### config.mk
export PLATFORM = sky130hd
export DESIGN_NAME = alu_seq_flat
export DESIGN_NICKNAME = d
export VERILOG_FILES = /design/src/rtl/alu_seq_if.sv /design/src/rtl/alu_seq.sv /design/src/flat_wrapper.sv
export SDC_FILE = /design/constraint.sdc
export NUM_CORES = 1
export LEC_CHECK = 0
export CELL_PAD_IN_SITES_DETAIL_PLACEMENT = 1
export CELL_PAD_IN_SITES_GLOBAL_PLACEMENT = 2
export CORE_ASPECT_RATIO = 0.8
export CORE_MARGIN = 2
export CORE_UTILIZATION = 35
export DETAILED_ROUTE_END_ITERATION = 6
export HOLD_SLACK_MARGIN = 0.15
export PLACE_DENSITY = 0.89
export SETUP_SLACK_MARGIN = 0.02
export SLEW_MARGIN = 20
export SYNTH_ARGS = -nofsm -noshare
export SYNTH_HDL_FRONTEND = slang
export SYNTH_SLANG_ARGS = --single-unit
### constraint.sdc
create_clock -name clk -period 4.3 [get_ports clk]
set_input_delay 0.645 -clock clk [delete_from_list [all_inputs] [get_ports clk]]
set_output_delay 0.645 -clock clk [all_outputs]
set_load 0.01 [all_outputs]
### src/rtl/alu_seq_if.sv
// ---------------------------------------------------------------------------
// alu_seq_if
// Request/result bundle for the sequential ALU.
//   master (requester): drives start/control/in1/in2,
//                       observes busy/done/result/hi/zero/overflow/div_by_zero
//   slave  (alu_seq)  : the opposite direction of every signal
// WIDTH sets the operand/result width and must match the attached ALU.
// ---------------------------------------------------------------------------
interface alu_seq_if #(
    parameter int WIDTH = 32
);
    logic             start;
    logic [3:0]       control;
    logic [WIDTH-1:0] in1;
    logic [WIDTH-1:0] in2;
    logic             busy;
    logic             done;
    logic [WIDTH-1:0] result;
    logic [WIDTH-1:0] hi;
    logic             zero;
    logic             overflow;
    logic             div_by_zero;

    modport master (
        output start, control, in1, in2,
        input  busy, done, result, hi, zero, overflow, div_by_zero
    );

    modport slave (
        input  start, control, in1, in2,
        output busy, done, result, hi, zero, overflow, div_by_zero
    );
endinterface

### src/rtl/alu_seq.sv
// ---------------------------------------------------------------------------
// alu_seq
// Sequential ALU: single-cycle AND/OR/ADD/SUB/SLT/SLTU, plus an iterative
// unsigned shift-add multiplier and restoring divider (one bit per cycle).
// Ports:
//   clk    - rising-edge clock
//   rst_n  - asynchronous active-low reset
//   bus    - alu_seq_if.slave: start/control/in1/in2 in,
//            busy/done/result/hi/zero/overflow/div_by_zero out
// Results and flags are registered and change only when entering FIN;
// done is high for the single FIN cycle.
// ---------------------------------------------------------------------------
module alu_seq #(
    parameter int WIDTH = 32,
    parameter int CNT_W = $clog2(WIDTH) + 1
) (
    input logic     clk,
    input logic     rst_n,
    alu_seq_if.slave bus
);
    localparam logic [1:0] S_IDLE = 2'd0;
    localparam logic [1:0] S_CALC = 2'd1;
    localparam logic [1:0] S_FIN  = 2'd2;

    localparam logic [3:0] OP_AND  = 4'b0000;
    localparam logic [3:0] OP_OR   = 4'b0001;
    localparam logic [3:0] OP_ADD  = 4'b0010;
    localparam logic [3:0] OP_SUB  = 4'b0110;
    localparam logic [3:0] OP_SLT  = 4'b0111;
    localparam logic [3:0] OP_SLTU = 4'b1000;
    localparam logic [3:0] OP_MULU = 4'b1001;
    localparam logic [3:0] OP_DIVU = 4'b1010;

    logic [1:0]       r_state;
    logic [CNT_W-1:0] r_cnt;
    logic             r_isDiv;
    // Iteration datapath: r_hiPart is the product high half / partial
    // remainder, r_lo is the multiplier / dividend shifting into quotient,
    // r_mcand is the multiplicand / divisor.
    logic [WIDTH-1:0] r_hiPart;
    logic [WIDTH-1:0] r_lo;
    logic [WIDTH-1:0] r_mcand;

    logic [WIDTH-1:0] r_result;
    logic [WIDTH-1:0] r_hi;
    logic             r_zero;
    logic             r_overflow;
    logic             r_divByZero;

    logic [WIDTH-1:0] w_sum;
    logic [WIDTH-1:0] w_diff;
    logic [WIDTH-1:0] w_opResult;
    logic [WIDTH-1:0] w_opHi;
    logic             w_opOvf;
    logic             w_opDbz;
    logic             w_goCalc;

    logic [WIDTH:0]   w_mulSum;
    logic [WIDTH:0]   w_divShift;
    logic [WIDTH:0]   w_divTrial;
    logic [WIDTH-1:0] w_iterHi;
    logic [WIDTH-1:0] w_iterLo;
    logic [CNT_W-1:0] w_cntNext;

    // Single-cycle operation results, computed straight from the request so
    // they are captured on the accepting edge.
    always_comb begin
        w_sum      = bus.in1 + bus.in2;
        w_diff     = bus.in1 - bus.in2;
        w_opResult = '0;
        w_opHi     = '0;
        w_opOvf    = 1'b0;
        w_opDbz    = 1'b0;
        w_goCalc   = 1'b0;
        case (bus.control)
            OP_AND: w_opResult = bus.in1 & bus.in2;
            OP_OR:  w_opResult = bus.in1 | bus.in2;
            OP_ADD: begin
                w_opResult = w_sum;
                w_opOvf    = (bus.in1[WIDTH-1] == bus.in2[WIDTH-1]) &&
                             (w_sum[WIDTH-1] != bus.in1[WIDTH-1]);
            end
            OP_SUB: begin
                w_opResult = w_diff;
                w_opOvf    = (bus.in1[WIDTH-1] != bus.in2[WIDTH-1]) &&
                             (w_diff[WIDTH-1] != bus.in1[WIDTH-1]);
            end
            OP_SLT:  w_opResult = {{(WIDTH-1){1'b0}}, ($signed(bus.in1) < $signed(bus.in2))};
            OP_SLTU: w_opResult = {{(WIDTH-1){1'b0}}, (bus.in1 < bus.in2)};
            OP_MULU: w_goCalc = 1'b1;
            OP_DIVU: begin
                // Divide by zero finishes immediately with all-ones quotient
                // and the dividend as remainder.
                if (bus.in2 == '0) begin
                    w_opResult = '1;
                    w_opHi     = bus.in1;
                    w_opDbz    = 1'b1;
                end else begin
                    w_goCalc = 1'b1;
                end
            end
            default: ;
        endcase
    end

    // One multiply or divide step per cycle.
    always_comb begin
        w_mulSum   = {1'b0, r_hiPart} + {1'b0, (r_lo[0] ? r_mcand : {WIDTH{1'b0}})};
        w_divShift = {r_hiPart, r_lo[WIDTH-1]};
        w_divTrial = w_divShift - {1'b0, r_mcand};
        w_cntNext  = r_cnt + 1'b1;
        if (r_isDiv) begin
            // No borrow means the shifted remainder covered the divisor.
            if (!w_divTrial[WIDTH]) begin
                w_iterHi = w_divTrial[WIDTH-1:0];
                w_iterLo = {r_lo[WIDTH-2:0], 1'b1};
            end else begin
                w_iterHi = w_divShift[WIDTH-1:0];
                w_iterLo = {r_lo[WIDTH-2:0], 1'b0};
            end
        end else begin
            w_iterHi = w_mulSum[WIDTH:1];
            w_iterLo = {w_mulSum[0], r_lo[WIDTH-1:1]};
        end
    end

    // Control FSM and output registers.
    always_ff @(posedge clk or negedge rst_n) begin
        if (!rst_n) begin
            r_state     <= S_IDLE;
            r_cnt       <= '0;
            r_isDiv     <= 1'b0;
            r_hiPart    <= '0;
            r_lo        <= '0;
            r_mcand     <= '0;
            r_result    <= '0;
            r_hi        <= '0;
            r_zero      <= 1'b1;
            r_overflow  <= 1'b0;
            r_divByZero <= 1'b0;
        end else begin
            case (r_state)
                S_IDLE: begin
                    if (bus.start) begin
                        if (w_goCalc) begin
                            r_state  <= S_CALC;
                            r_cnt    <= '0;
                            r_isDiv  <= (bus.control == OP_DIVU);
                            r_hiPart <= '0;
                            if (bus.control == OP_DIVU) begin
                                r_lo    <= bus.in1;
                                r_mcand <= bus.in2;
                            end else begin
                                r_lo    <= bus.in2;
                                r_mcand <= bus.in1;
                            end
                        end else begin
                            r_state     <= S_FIN;
                            r_result    <= w_opResult;
                            r_hi        <= w_opHi;
                            r_zero      <= (w_opResult == '0);
                            r_overflow  <= w_opOvf;
                            r_divByZero <= w_opDbz;
                        end
                    end
                end
                S_CALC: begin
                    r_hiPart <= w_iterHi;
                    r_lo     <= w_iterLo;
                    r_cnt    <= w_cntNext;
                    if (w_cntNext == CNT_W'(WIDTH)) begin
                        r_state     <= S_FIN;
                        r_result    <= w_iterLo;
                        r_hi        <= w_iterHi;
                        r_zero      <= (w_iterLo == '0);
                        r_overflow  <= 1'b0;
                        r_divByZero <= 1'b0;
                    end
                end
                S_FIN:   r_state <= S_IDLE;
                default: r_state <= S_IDLE;
            endcase
        end
    end

    assign bus.busy        = (r_state == S_CALC) || (r_state == S_FIN);
    assign bus.done        = (r_state == S_FIN);
    assign bus.result      = r_result;
    assign bus.hi          = r_hi;
    assign bus.zero        = r_zero;
    assign bus.overflow    = r_overflow;
    assign bus.div_by_zero = r_divByZero;
endmodule

### src/flat_wrapper.sv
// flat-port wrapper written by rule: the top's interface ports become plain ports
module alu_seq_flat 
#(
    parameter int WIDTH = 32,
    parameter int CNT_W = $clog2(WIDTH) + 1
)
  (clk, rst_n, bus_start, bus_control, bus_in1, bus_in2, bus_busy, bus_done, bus_result, bus_hi, bus_zero, bus_overflow, bus_div_by_zero);
  alu_seq_if #(.WIDTH(WIDTH)) bus_i ();
  input logic clk;
  input logic rst_n;
  input wire logic [$bits(bus_i.start)-1:0] bus_start;
  input wire logic [$bits(bus_i.control)-1:0] bus_control;
  input wire logic [$bits(bus_i.in1)-1:0] bus_in1;
  input wire logic [$bits(bus_i.in2)-1:0] bus_in2;
  output wire logic [$bits(bus_i.busy)-1:0] bus_busy;
  output wire logic [$bits(bus_i.done)-1:0] bus_done;
  output wire logic [$bits(bus_i.result)-1:0] bus_result;
  output wire logic [$bits(bus_i.hi)-1:0] bus_hi;
  output wire logic [$bits(bus_i.zero)-1:0] bus_zero;
  output wire logic [$bits(bus_i.overflow)-1:0] bus_overflow;
  output wire logic [$bits(bus_i.div_by_zero)-1:0] bus_div_by_zero;
  assign bus_i.start = bus_start;
  assign bus_i.control = bus_control;
  assign bus_i.in1 = bus_in1;
  assign bus_i.in2 = bus_in2;
  assign bus_busy = bus_i.busy;
  assign bus_done = bus_i.done;
  assign bus_result = bus_i.result;
  assign bus_hi = bus_i.hi;
  assign bus_zero = bus_i.zero;
  assign bus_overflow = bus_i.overflow;
  assign bus_div_by_zero = bus_i.div_by_zero;
  alu_seq #(.WIDTH(WIDTH), .CNT_W(CNT_W)) u_core (.clk(clk), .rst_n(rst_n), .bus(bus_i));
endmodule
==> metrics.md <==
| Metric | Value |
|---|---|
| Outcome | `complete, but fails checks` |
| Failing checks | `setup timing` |
| WL per Instance | `between 20 and 25 um` |
| Worst-path clk slew | `about 80 ps` |
| Sw frac | `0.472` |
| Initial antenna violation count | `0` |
| Initial Util | `0.352` |
| Min Tclk post-route | `4400 ps` |
| Synth Warn # | `0` |
| CP Max Fanout | `5` |
| WP data arrival | `4800 ps` |
| H-tree levels | `4` |
| IO Port Bufs | `approximately 140` |
| Number of distinct library cells after synthesis | `84` |
| Largest net degree at the start of global routing | `102` |
| Non-Filler Instances | `around 3.6k` |
| Die height | `between 200 and 250 um` |
| Global-route wire length before repair | `approximately 140,000 um` |
| Maxcap violations | `0` |
| CP startpoint | `bus_in2[7]` |
| Int Pwr | `roughly 6.0 mW` |
| Fmax | `around 230 MHz` |
| Synth Register Bits | `between 150 and 200` |
| Synth Area in Adders | `0.121` |
| R2r startpoint | `u_core.r_lo[31]$_DFFE_PN0P_` |
| Switching power | `around 5.3 mW` |
| ANT cells | `0` |
| Max IR drop VDD | `between 0.3 and 0.4 mV` |
| Path category of the worst min-delay check | `in2async` |
| Drt pass-1 iters | `7` |
| Worst Clk Skew | `15.3 ps` |
| Lkg Pwr | `approximately 12 nW` |
| Final Wtd Congestion | `approximately 1.1` |
| DR vias/cell | `between 6 and 7` |
| Async SR Flop Fraction | `1.00` |
| Final WL | `90,800 um` |
| DR iter-0 viols | `2,193` |
| GRT Overall Usage | `0.330` |
| CTS Buffer Depth | `2` |
| Xor-xnor portion of the synthesized cell area | `0.0318` |
| Nets | `between 3k and 4k` |
| Max-slew violations | `0` |
| Overall power | `roughly 11 mW` |
| Power Dens Cells | `around 450 nW/um2` |
| DPL Wire Length | `69,300 um` |
| Mapped cell area | `approximately 18,000 um2` |
| Largest family of logic cells by synthesized area | `compound AO/OA/AOI/OAI gates` |
| Syn avg cell area | `7.42 um2` |
| Via count | `~22k` |
| Final Cycle Share | `1.02` |
| Crit end category | `flop` |
| Setup ws final | `-98.1 ps` |
| Cts hold-fix bufs | `0` |
| Overflow after GRT | `0` |
| Core area | `50,700 um2` |
| Combinational share of power | `0.599` |
| Setup CP Type | `in2reg` |
| Post-synth top area share | `0.239` |
| Min Hold Slack | `237 ps` |
| Ys flop type | `dfrtp_1` |
| Clk pwr share | `0.142` |
| CP required | `between 4000 and 5000 ps` |
| Net Count, Synth | `~2.7k` |
| Synth area leaders | `dfrtp_1 24%, ha_1 12%, nand2_1 6.5%, o21ai_0 6.1%, a21oi_1 5.6%` |
| Sequential share of power | `0.259` |
| Setup TNS | `-98.1 ps` |
| Post-synth EDFFs | `0` |
| Vias in the first global route | `roughly 23k` |
| Compound-Gate Fraction of Synth Area | `0.287` |
| RSZ-0062 raised after global routing | `true` |
| Clk_lat worst skew | `roughly 470 ps` |
| # DRC | `0` |
| CTS tree | `yes` |
| FF-to-FF setup slack | `approximately 120 ps` |
| Synth Instances | `between 2k and 2.5k` |
| Mux cell area share after synthesis | `0.0481` |
| Clk root buf | `clkbuf_16` |
| Leading area contributor after synthesis | `dfrtp_1` |
| Placed cell count | `roughly 3.6k` |
| Final Hold Fails | `0` |
| # fillers | `around 6.2k` |
| Antenna Nets Post-Route | `0` |
| Worst-Margin Slew | `between 900 and 1000 ps` |
| Simple logic cell fraction of the synthesized area | `0.204` |
| DIE AREA | `52,900 um2` |
| Area grow syn2layout | `40.9%` |
| Share of layout cells above drive strength 1 | `0.269` |
| I/O pin count | `140` |
| CTS Buf Count | `17` |
| Cell Rows | `74` |
| Register area share after synthesis | `0.241` |
| # setup viols final | `1` |
| Worst setup SP type | `input port` |
| Die span in x | `around 260 um` |
| CTS sink cnt | `about 170` |
| Slew Limit Headroom | `0.347` |
[stage by stage]
stage	setup WS [ps]	utilization	instance area, um2
final	-98.1	0.497	25200
after global placement	-1350	0.464	23500
after detailed placement	-1450	0.464	23500
after global routing	-194	0.497	25200
after CTS	-129	0.489	24800
after floorplan	-204	-	17900
[state kept, by name (all words and copies together), names as in the netlist]
name and cells:
u_core.bus.overflow 1, u_core.r_lo 32, u_core.r_cnt 6, u_core.bus.result 32, u_core.bus.div_by_zero 1, u_core.bus.hi 32, u_core.r_state 2, u_core.r_hiPart 32
u_core.r_mcand 32, u_core.r_isDiv 1, u_core.bus.zero 1
[cell usage after synthesis (43+ instances only)]
cell type,number
a21oi_1,200
a31oi_1,56
clkbuf_1,115
dfrtp_1,171
ha_1,167
inv_1,168
mux2i_1,51
nand2_1,311
nand3_1,43
nor2_1,200
o211ai_1,48
o21ai_0,219
xnor2_1,43
[cell usage in the layout, fill, tap and decap left out, drive strengths merged, types with 25 or more instances in the layout]
cell,synthesis,routed
ha,167,167
a31oi,56,56
nand2,311,311
mux2i,51,51
xnor2,43,43
clkdlybuf4s50,0,94
nor2,200,200
buf,25,535
a21o,36,36
a211oi,30,30
nand3,43,43
a21oi,201,201
nor3,38,38
inv,173,178
o211ai,48,48
o21ai,225,225
o22ai,38,38
dfrtp,171,171
mux2,31,31
and2,42,42
nand2b,25,25
[path summary, 6_finish.rpt]
check | endpoint | cells past startpoint
hold reg to reg | u_core.bus.hi[5]$_DFFE_PN0P_ | 2
hold / removal | u_core.r_lo[7]$_DFFE_PN0P_ | 1
setup / recovery | u_core.bus.zero$_DFFE_PN1P_ | 15
setup reg to reg | u_core.r_hiPart[20]$_DFFE_PN0P_ | 17
max in group asynchronous | u_core.bus.zero$_DFFE_PN1P_ | 2
min in group clk | u_core.bus.hi[5]$_DFFE_PN0P_ | 2
[routing by layer]
| layer | vias up | share of wire | track usage |
|---|---|---|---|
| li1 | 9734 | - | - |
| met1 | 11000 | 0.42 | 0.433 |
| met2 | 1098 | 0.45 | 0.534 |
| met3 | 246 | 0.079 | 0.0483 |
| met4 | 0 | 0.053 | 0.158 |
| met5 | - | 0 | 0 |
[cell families (layout without fill, tap and decap cells)]
| group | Yosys count | in the layout |
|---|---|---|
| multiplexers | 82 | 82 |
| adder cells (fa/ha/maj) | 171 | 171 |
| XOR/XNOR | 65 | 65 |
| AND/OR/NAND/NOR | 796 | 796 |
| flip-flops | 172 | 172 |
| AO/OA/AOI/OAI | 810 | 810 |
| buffers and inverters | 313 | 864 |
[power by group through the flow]
stage                     Clock [mW]  Combinational, mW  Sequential, mW
after CTS                       1.62               6.46            2.88
after global routing            1.68               7.23            2.95
final                           1.61               6.76            2.92
after floorplan                    0               3.41            2.67
after detailed placement           0               6.29            2.91
after global placement             0               6.01            2.87
[repair_timing]
action | in CTS | in global routing
endpoints found under the setup margin | 35 | 44
pin swaps | 45 | 42
buffers inserted | 21 | 16
gates resized for setup | 229 | 80
[critical path, stage by stage]
cell and delay, ps:
clkdlybuf4s15_2 200, buf_4 160, ha_1 230, a211oi_1 290, nor2_1 150, o41a_1 380
o21ai_1 330, o21ai_0 290, a311oi_2 390, o221a_2 230, o21ai_0 140, or3b_2 520
or4_4 520, nor4_4 140, a221o_1 170
[area by class of cell]
cell class                 count  area [um2]  area share
inverter                     173         687      0.0272
multi-input combinational   1924       13200       0.526
sequential                   172        4310       0.171
timing repair buffer         659        5520       0.219
clock inverter                15         160     0.00635
tap                          684         856      0.0340
clock buffer                  17         425      0.0169
Note: power is estimated with default switching activity, not from simulation.
